**config.mk**
```make
export PLATFORM = sky130hd
export DESIGN_NAME = pixel_packer
export DESIGN_NICKNAME = d
export VERILOG_FILES = /design/src/rtl/ray_pkg.sv /design/src/rtl/pixel_packer.sv
export SDC_FILE = /design/constraint.sdc
export NUM_CORES = 1
export LEC_CHECK = 0
export BUFFER_PORTS_ARGS = -buffer_cell sky130_fd_sc_hd__buf_2
export CAP_MARGIN = 15
export CORE_UTILIZATION = 45
export CTS_CLUSTER_DIAMETER = 50
export DETAILED_ROUTE_END_ITERATION = 8
export PLACE_DENSITY = 0.83
export SETUP_SLACK_MARGIN = 0.05
export SYNTH_ARGS = -nofsm -noshare
export SYNTH_HDL_FRONTEND = slang
export SYNTH_SLANG_ARGS = --single-unit
export TNS_END_PERCENT = 5
```
**constraint.sdc**
```tcl
create_clock -name aclk -period 1.9 [get_ports aclk]
set_clock_uncertainty 0.15 [all_clocks]
set_input_delay 0.095 -clock aclk [delete_from_list [all_inputs] [get_ports aclk]]
set_output_delay 0.095 -clock aclk [all_outputs]
set_load 0.02 [all_outputs]
```
**src/rtl/ray_pkg.sv**
```systemverilog
// ray_pkg: shared types and the byte-packing helper for the pixel packer.
// Pixels are 3 bytes (r, g, b); four pixels pack densely into three 32-bit words.
package ray_pkg;

    typedef enum logic [0:0] {
        RUN   = 1'b0,
        FLUSH = 1'b1
    } pack_state_t;

    localparam int BYTES_PER_PIXEL = 3;

    // One packing step: the output word, its byte enables, and the bytes that
    // did not fit (rest[7:0] is the oldest leftover byte).
    typedef struct packed {
        logic [31:0] word;
        logic [3:0]  keep;
        logic [15:0] rest;
    } pack_res_t;

    // Append a pixel (r in [7:0]) behind the cnt valid residue bytes.
    // Residue bytes above cnt are ignored so stale data never leaks.
    function automatic pack_res_t pack_bytes(input logic [23:0] residue,
                                             input logic [1:0]  cnt,
                                             input logic [23:0] pixel);
        logic [47:0] comb;
        logic [2:0]  n;
        pack_res_t   res;
        case (cnt)
            2'd0:    comb = {24'h0, pixel};
            2'd1:    comb = {16'h0, pixel, residue[7:0]};
            2'd2:    comb = {8'h0, pixel, residue[15:0]};
            default: comb = {pixel, residue};
        endcase
        n        = {1'b0, cnt} + 3'(BYTES_PER_PIXEL);
        res.word = comb[31:0];
        res.rest = comb[47:32];
        res.keep = (n >= 3'd4) ? 4'hF : 4'h7;
        return res;
    endfunction

endpackage

```
**src/rtl/pixel_packer.sv**
```systemverilog
// pixel_packer: packs 24-bit RGB pixels densely into a 32-bit AXI4-Stream.
// EOL closes the current word (tlast, partial tkeep); SOF marks the next word
// with tuser. A line whose final bytes spill past a full word takes one extra
// FLUSH cycle to emit the residue word.
// Optional build macro PIXEL_PACKER_CHECK_EN adds a per-line pixel counter that
// raises the sticky err_line_len flag on line-length or SOF-alignment errors.
//
// Handshakes: a transfer happens on a rising clock edge where valid and ready
// are both high. in_ready never looks at in_valid; m_axis_tvalid, once high,
// holds its word stable until m_axis_tready is seen.
module pixel_packer
    import ray_pkg::*;
#(
    parameter int TDATA_W   = 32,
    parameter int MAX_WIDTH = 4096
) (
    input  logic        aclk,
    input  logic        areset,
    input  logic [7:0]  in_r,
    input  logic [7:0]  in_g,
    input  logic [7:0]  in_b,
    input  logic        in_valid,
    input  logic        in_eol,
    input  logic        in_sof,
    output logic        in_ready,
    input  logic [12:0] image_width,
    output logic [31:0] m_axis_tdata,
    output logic [3:0]  m_axis_tkeep,
    output logic        m_axis_tvalid,
    input  logic        m_axis_tready,
    output logic        m_axis_tlast,
    output logic        m_axis_tuser,
    output logic        err_line_len,
    output pack_state_t dbg_state
);

    if (TDATA_W != 32) begin : g_bad_tdata_w
        $error("pixel_packer: only TDATA_W == 32 is supported");
    end

    pack_state_t r_state;
    pack_state_t w_state_next;
    logic [1:0]  r_cnt;
    logic [23:0] r_res;
    logic        r_sof_pend;
    logic [31:0] r_tdata;
    logic [3:0]  r_tkeep;
    logic        r_tvalid;
    logic        r_tlast;
    logic        r_tuser;

    logic        w_slot_free;
    logic        w_in_ready;
    logic        w_accept;
    logic [23:0] w_pixel;
    logic [1:0]  w_cnt_eff;
    logic [2:0]  w_n;
    pack_res_t   w_pk;
    logic        w_load;
    logic [31:0] w_word;
    logic [3:0]  w_keep;
    logic        w_last;
    logic        w_user;
    logic [1:0]  w_cnt_next;
    logic [23:0] w_res_next;
    logic        w_sof_pend_next;

    assign w_slot_free = !r_tvalid || m_axis_tready;
    assign w_in_ready  = (r_state == RUN) && w_slot_free;
    assign w_accept    = in_valid && w_in_ready;
    assign w_pixel     = {in_b, in_g, in_r};
    // A SOF pixel always starts packing from an empty residue.
    assign w_cnt_eff   = in_sof ? 2'd0 : r_cnt;
    assign w_n         = {1'b0, w_cnt_eff} + 3'(BYTES_PER_PIXEL);
    assign w_pk        = pack_bytes(r_res, w_cnt_eff, w_pixel);

    // State register.
    always_ff @(posedge aclk) begin
        if (areset) begin
            r_state <= RUN;
        end else begin
            r_state <= w_state_next;
        end
    end

    // Next state: an EOL that overflows one word needs a FLUSH cycle.
    always_comb begin
        w_state_next = r_state;
        case (r_state)
            RUN: begin
                if (w_accept && in_eol && (w_n > 3'd4)) begin
                    w_state_next = FLUSH;
                end
            end
            FLUSH: begin
                if (w_slot_free) begin
                    w_state_next = RUN;
                end
            end
            default: w_state_next = RUN;
        endcase
    end

    // Output decode: what word (if any) to load and how the residue evolves.
    always_comb begin
        w_load          = 1'b0;
        w_word          = w_pk.word;
        w_keep          = w_pk.keep;
        w_last          = 1'b0;
        w_user          = 1'b0;
        w_cnt_next      = r_cnt;
        w_res_next      = r_res;
        w_sof_pend_next = r_sof_pend;
        if (r_state == FLUSH) begin
            if (w_slot_free) begin
                w_load          = 1'b1;
                w_word          = {16'h0, r_res[15:0]};
                w_keep          = (r_cnt == 2'd1) ? 4'h1 : 4'h3;
                w_last          = 1'b1;
                w_user          = r_sof_pend;
                w_cnt_next      = 2'd0;
                w_res_next      = '0;
                w_sof_pend_next = 1'b0;
            end
        end else if (w_accept) begin
            if (w_n >= 3'd4) begin
                w_load     = 1'b1;
                w_last     = in_eol && (w_n == 3'd4);
                w_cnt_next = w_last ? 2'd0 : 2'(w_n - 3'd4);
                w_res_next = {8'h0, w_pk.rest};
            end else if (in_eol) begin
                w_load     = 1'b1;
                w_last     = 1'b1;
                w_cnt_next = 2'd0;
                w_res_next = '0;
            end else begin
                w_cnt_next = 2'd3;
                w_res_next = w_pixel;
            end
            w_user          = r_sof_pend || in_sof;
            w_sof_pend_next = w_load ? 1'b0 : (r_sof_pend || in_sof);
        end
    end

    // Residue and output register; the word holds until the slot frees.
    always_ff @(posedge aclk) begin
        if (areset) begin
            r_cnt      <= 2'd0;
            r_res      <= '0;
            r_sof_pend <= 1'b0;
            r_tdata    <= '0;
            r_tkeep    <= '0;
            r_tvalid   <= 1'b0;
            r_tlast    <= 1'b0;
            r_tuser    <= 1'b0;
        end else begin
            r_cnt      <= w_cnt_next;
            r_res      <= w_res_next;
            r_sof_pend <= w_sof_pend_next;
            if (w_load) begin
                r_tdata  <= w_word;
                r_tkeep  <= w_keep;
                r_tlast  <= w_last;
                r_tuser  <= w_user;
                r_tvalid <= 1'b1;
            end else if (m_axis_tready) begin
                r_tvalid <= 1'b0;
            end
        end
    end

    assign in_ready      = w_in_ready;
    assign m_axis_tdata  = r_tdata;
    assign m_axis_tkeep  = r_tkeep;
    assign m_axis_tvalid = r_tvalid;
    assign m_axis_tlast  = r_tlast;
    assign m_axis_tuser  = r_tuser;
    assign dbg_state     = r_state;

`ifdef PIXEL_PACKER_CHECK_EN
    localparam int LINE_W = $clog2(MAX_WIDTH + 1);

    logic [LINE_W-1:0] r_line_cnt;
    logic [LINE_W-1:0] w_line_cnt_inc;
    logic              r_err;

    assign w_line_cnt_inc = (in_sof ? '0 : r_line_cnt) + LINE_W'(1);

    // Line-length checker: sticky error on short/long lines or misaligned SOF.
    always_ff @(posedge aclk) begin
        if (areset) begin
            r_line_cnt <= '0;
            r_err      <= 1'b0;
        end else if (w_accept) begin
            r_line_cnt <= in_eol ? '0 : w_line_cnt_inc;
            if ((in_eol && (w_line_cnt_inc != LINE_W'(image_width))) ||
                (!in_eol && (w_line_cnt_inc == LINE_W'(image_width))) ||
                (in_sof && (r_cnt != 2'd0))) begin
                r_err <= 1'b1;
            end
        end
    end

    assign err_line_len = r_err;
`else
    logic w_unused_ok;
    assign w_unused_ok  = ^{image_width, 32'(MAX_WIDTH)};
    assign err_line_len = 1'b0;
`endif

endmodule

```
==> impl_metrics.tcl <==
set metrics [dict create \
    status "finished with violations" \
    violations "negative setup slack" \
    max_cap_violations 0 \
    gp_congestion 0.826 \
    ys.flop_type "dfxtp_1" \
    whs_path_depth 3 \
    drc_errors 0 \
    finalSetupViolCount 13 \
    rsz0062_at_grt "true" \
    drt_iter0_drc 521 \
    async_flop_share_pct 0 \
    critPathMaxStageDelay_ps 580 \
    die_x_um 87.0 \
    p_leak_nw 1.88 \
    yosysUniqueCellTypes 34 \
    min_period_over_period_pct 106 \
    ioPinCount 85 \
    cts.sinks 67 \
    yosysSeqAreaShare_pct 41.3 \
    track_usage_pct 29.3 \
    cp_max_fo 8 \
    crit_chain "nand2b_4 > buf_6 > ha_4 > a2111o_2 > a22oi_2 > a211oi_2" \
    dieArea_um2 7570 \
    final_nets 521 \
    fmax_mhz 498 \
    clkTransAtPathRegs_ps 80 \
    crit_path_top_delay_cell "a2111o_2" \
    insertedDiodeCount 0 \
    cts_buffers 9 \
    cp.required_ps 1970 \
    dr.pass1.iters 7 \
    h-tree-depth 3 \
    regToRegSetupSlack_ps -110 \
    drt-total-wl_mm 11.0 \
    path_buf_inv 1 \
    crit_arrival_ps 2080 \
    min_period_ps 2010 \
    mostFrequentLayoutCell "buf_2" \
    synth_nets 417 \
    cp-endpoint "m_axis_tdata[0]" \
    cts-root-buf "clkbuf_8" \
    avgSynthCellArea_um2 8.81 \
    path_delay_family "compound AO/OA/AOI/OAI gates" \
    wl_per_cell_um 19.2 \
    ant_nets 0 \
    crit_path_start_kind "flip-flop" \
    ff2ff_path_depth 6 \
    gr-total-overflow 0 \
    dp_hpwl_mm 6.16 \
    grt_max_degree 52 \
    r2r_end "m_axis_tdata[0]" \
    grt_pass1_wl_mm 17.1 \
    hold_viol_final 0 \
    synth_edf_count 0 \
    crit_start "r_cnt[0]" \
    crit_type "flip-flop to flip-flop" \
    syn-instance-count 369 \
    synthesis.area_um2 3250 \
    ir_worst_vdd_mv 0.557 \
    row_count 30 \
    maxSlewViolCount 0 \
    power.density_nw_per_um2 843 \
    end_kind "flip-flop" \
    total_power_mw 3.91 \
    yosysWarnings 0 \
    syn2layout_area_growth_pct 42.5 \
    timing.rr.start "r_cnt[0]" \
    cts_tree "yes" \
    drive_gt1_share_pct 37.0 \
    initial_core_util_pct 47.3 \
    port_buffers 70 \
    final.setup.worst_slack_ps -109 \
    grt_pass1_vias 3380 \
    worstSetupPathDepth 6 \
    clock_latency_ps 350 \
    antenna_found_initial 0 \
    hold_class "input port to flip-flop" \
    ys_ff_latch 67 \
    fp.dieH_um 87.0 \
    cts_buffer_depth 2 \
    viasPerCell 6.34 \
    final_cell_mix "buf_2, dfxtp_1, nand2_1" \
    worst_slew_pin_slew_ps 545 \
    fin_setup_tns_ps -438 \
    vias 3642 \
    coreArea_um2 6870 \
    max_slew_margin_pct 63.7 \
]
==> report_power, final <==
part	total [mW]	switching, mW	internal, mW
Sequential	1.55	0.0586	1.49
Clock	1.49	0.579	0.910
Combinational	0.865	0.499	0.367
Total	3.91	1.14	2.77
==> worst min-delay path by stage <==
stage / slack [ps] / end / from
detailed placement: 260 / r_res[13] / in_b[5]
global route: 50 / m_axis_tdata[2] / in_r[2]
CTS: 2 / r_res[2] / in_r[2]
global placement: 250 / r_res[13] / in_b[5]
floorplan: 90 / r_sof_pend / in_sof
finish: 20 / m_axis_tdata[7] / in_r[7]
==> stage by stage <==
stage	setup WS [ps]	cells	instance area, um2	hold slack, ps	util, %
6_report	-109	574	4630	21.8	67.4
5_1_grt	-123	574	4630	47.0	67.4
4_1_cts	-5.31	570	4550	2.28	66.2
3_3_place_gp	-209	528	3810	255	55.5
2_1_floorplan	-25.8	369	3250	85.5	-
3_5_place_dp	-295	528	3810	262	55.5
==> cell type report <==
cell class                      count  area [um2]
Sequential cell                    67        1340
Inverter                            4        22.5
Clock inverter                      6         113
Multi-Input combinational cell    261        1910
Timing Repair Buffer              130         982
Clock buffer                       10         138
Tap cell                           96         120
Fill cell                         468        2240
==> what timing repair did <==
action / CTS / global route
cloned: 3 / 0
setup buffers: 3 / 4
hold buffers: 20 / 0
setup endpoints to repair: 53 / 39
pin swaps: 22 / 24
resized for setup: 49 / 18
hold endpoints to repair: 20 / 0
==> worst min-delay path: stages <==
cell and delay, ps:
buf_2 140, a22oi_1 160, a211oi_1 80
==> kinds of logic (layout without fill, tap and decap cells) <==
group	Yosys count	count (layout)	share of synthesized area [%]
AOI/OAI and AO/OA	167	167	37.3
and+or+nand+nor	88	88	13.1
DFF	67	67	41.3
buffers and inverters	41	150	6.31
adders and majority gates	5	5	1.92
other	1	1	0.115
==> cell usage after synthesis (6+ instances only) <==
| master | number | area share (%) |
|---|---|---|
| nor2_1 | 24 | 2.8 |
| a21oi_1 | 24 | 3.7 |
| o21ai_0 | 29 | 4.5 |
| a22oi_1 | 39 | 9.0 |
| dfxtp_1 | 67 | 41 |
| a211oi_1 | 17 | 3.9 |
| nand2b_1 | 6 | 1.2 |
| nand2_1 | 43 | 5.0 |
| a222oi_1 | 16 | 4.9 |
| clkbuf_1 | 20 | 2.3 |
| a22o_1 | 24 | 6.5 |
| a21oi_2 | 11 | 3.0 |
| buf_2 | 8 | 1.2 |
==> metal layers <==
metal	global-route usage (%)	vias up	wire (um)
met5	0	-	0
met4	16.8	0	525
met3	7.20	62	1180
met2	44.5	291	5020
met1	37.9	1679	4330
li1	-	1610	-
==> sequential cells by signal, indices dropped and copies added (netlist names) <==
register,cells
r_res,24
m_axis_tkeep,4
dbg_state,1
m_axis_tvalid,1
m_axis_tdata,32
m_axis_tlast,1
r_sof_pend,1
m_axis_tuser,1
r_cnt,2
Note: power is estimated with default switching activity, not from simulation.
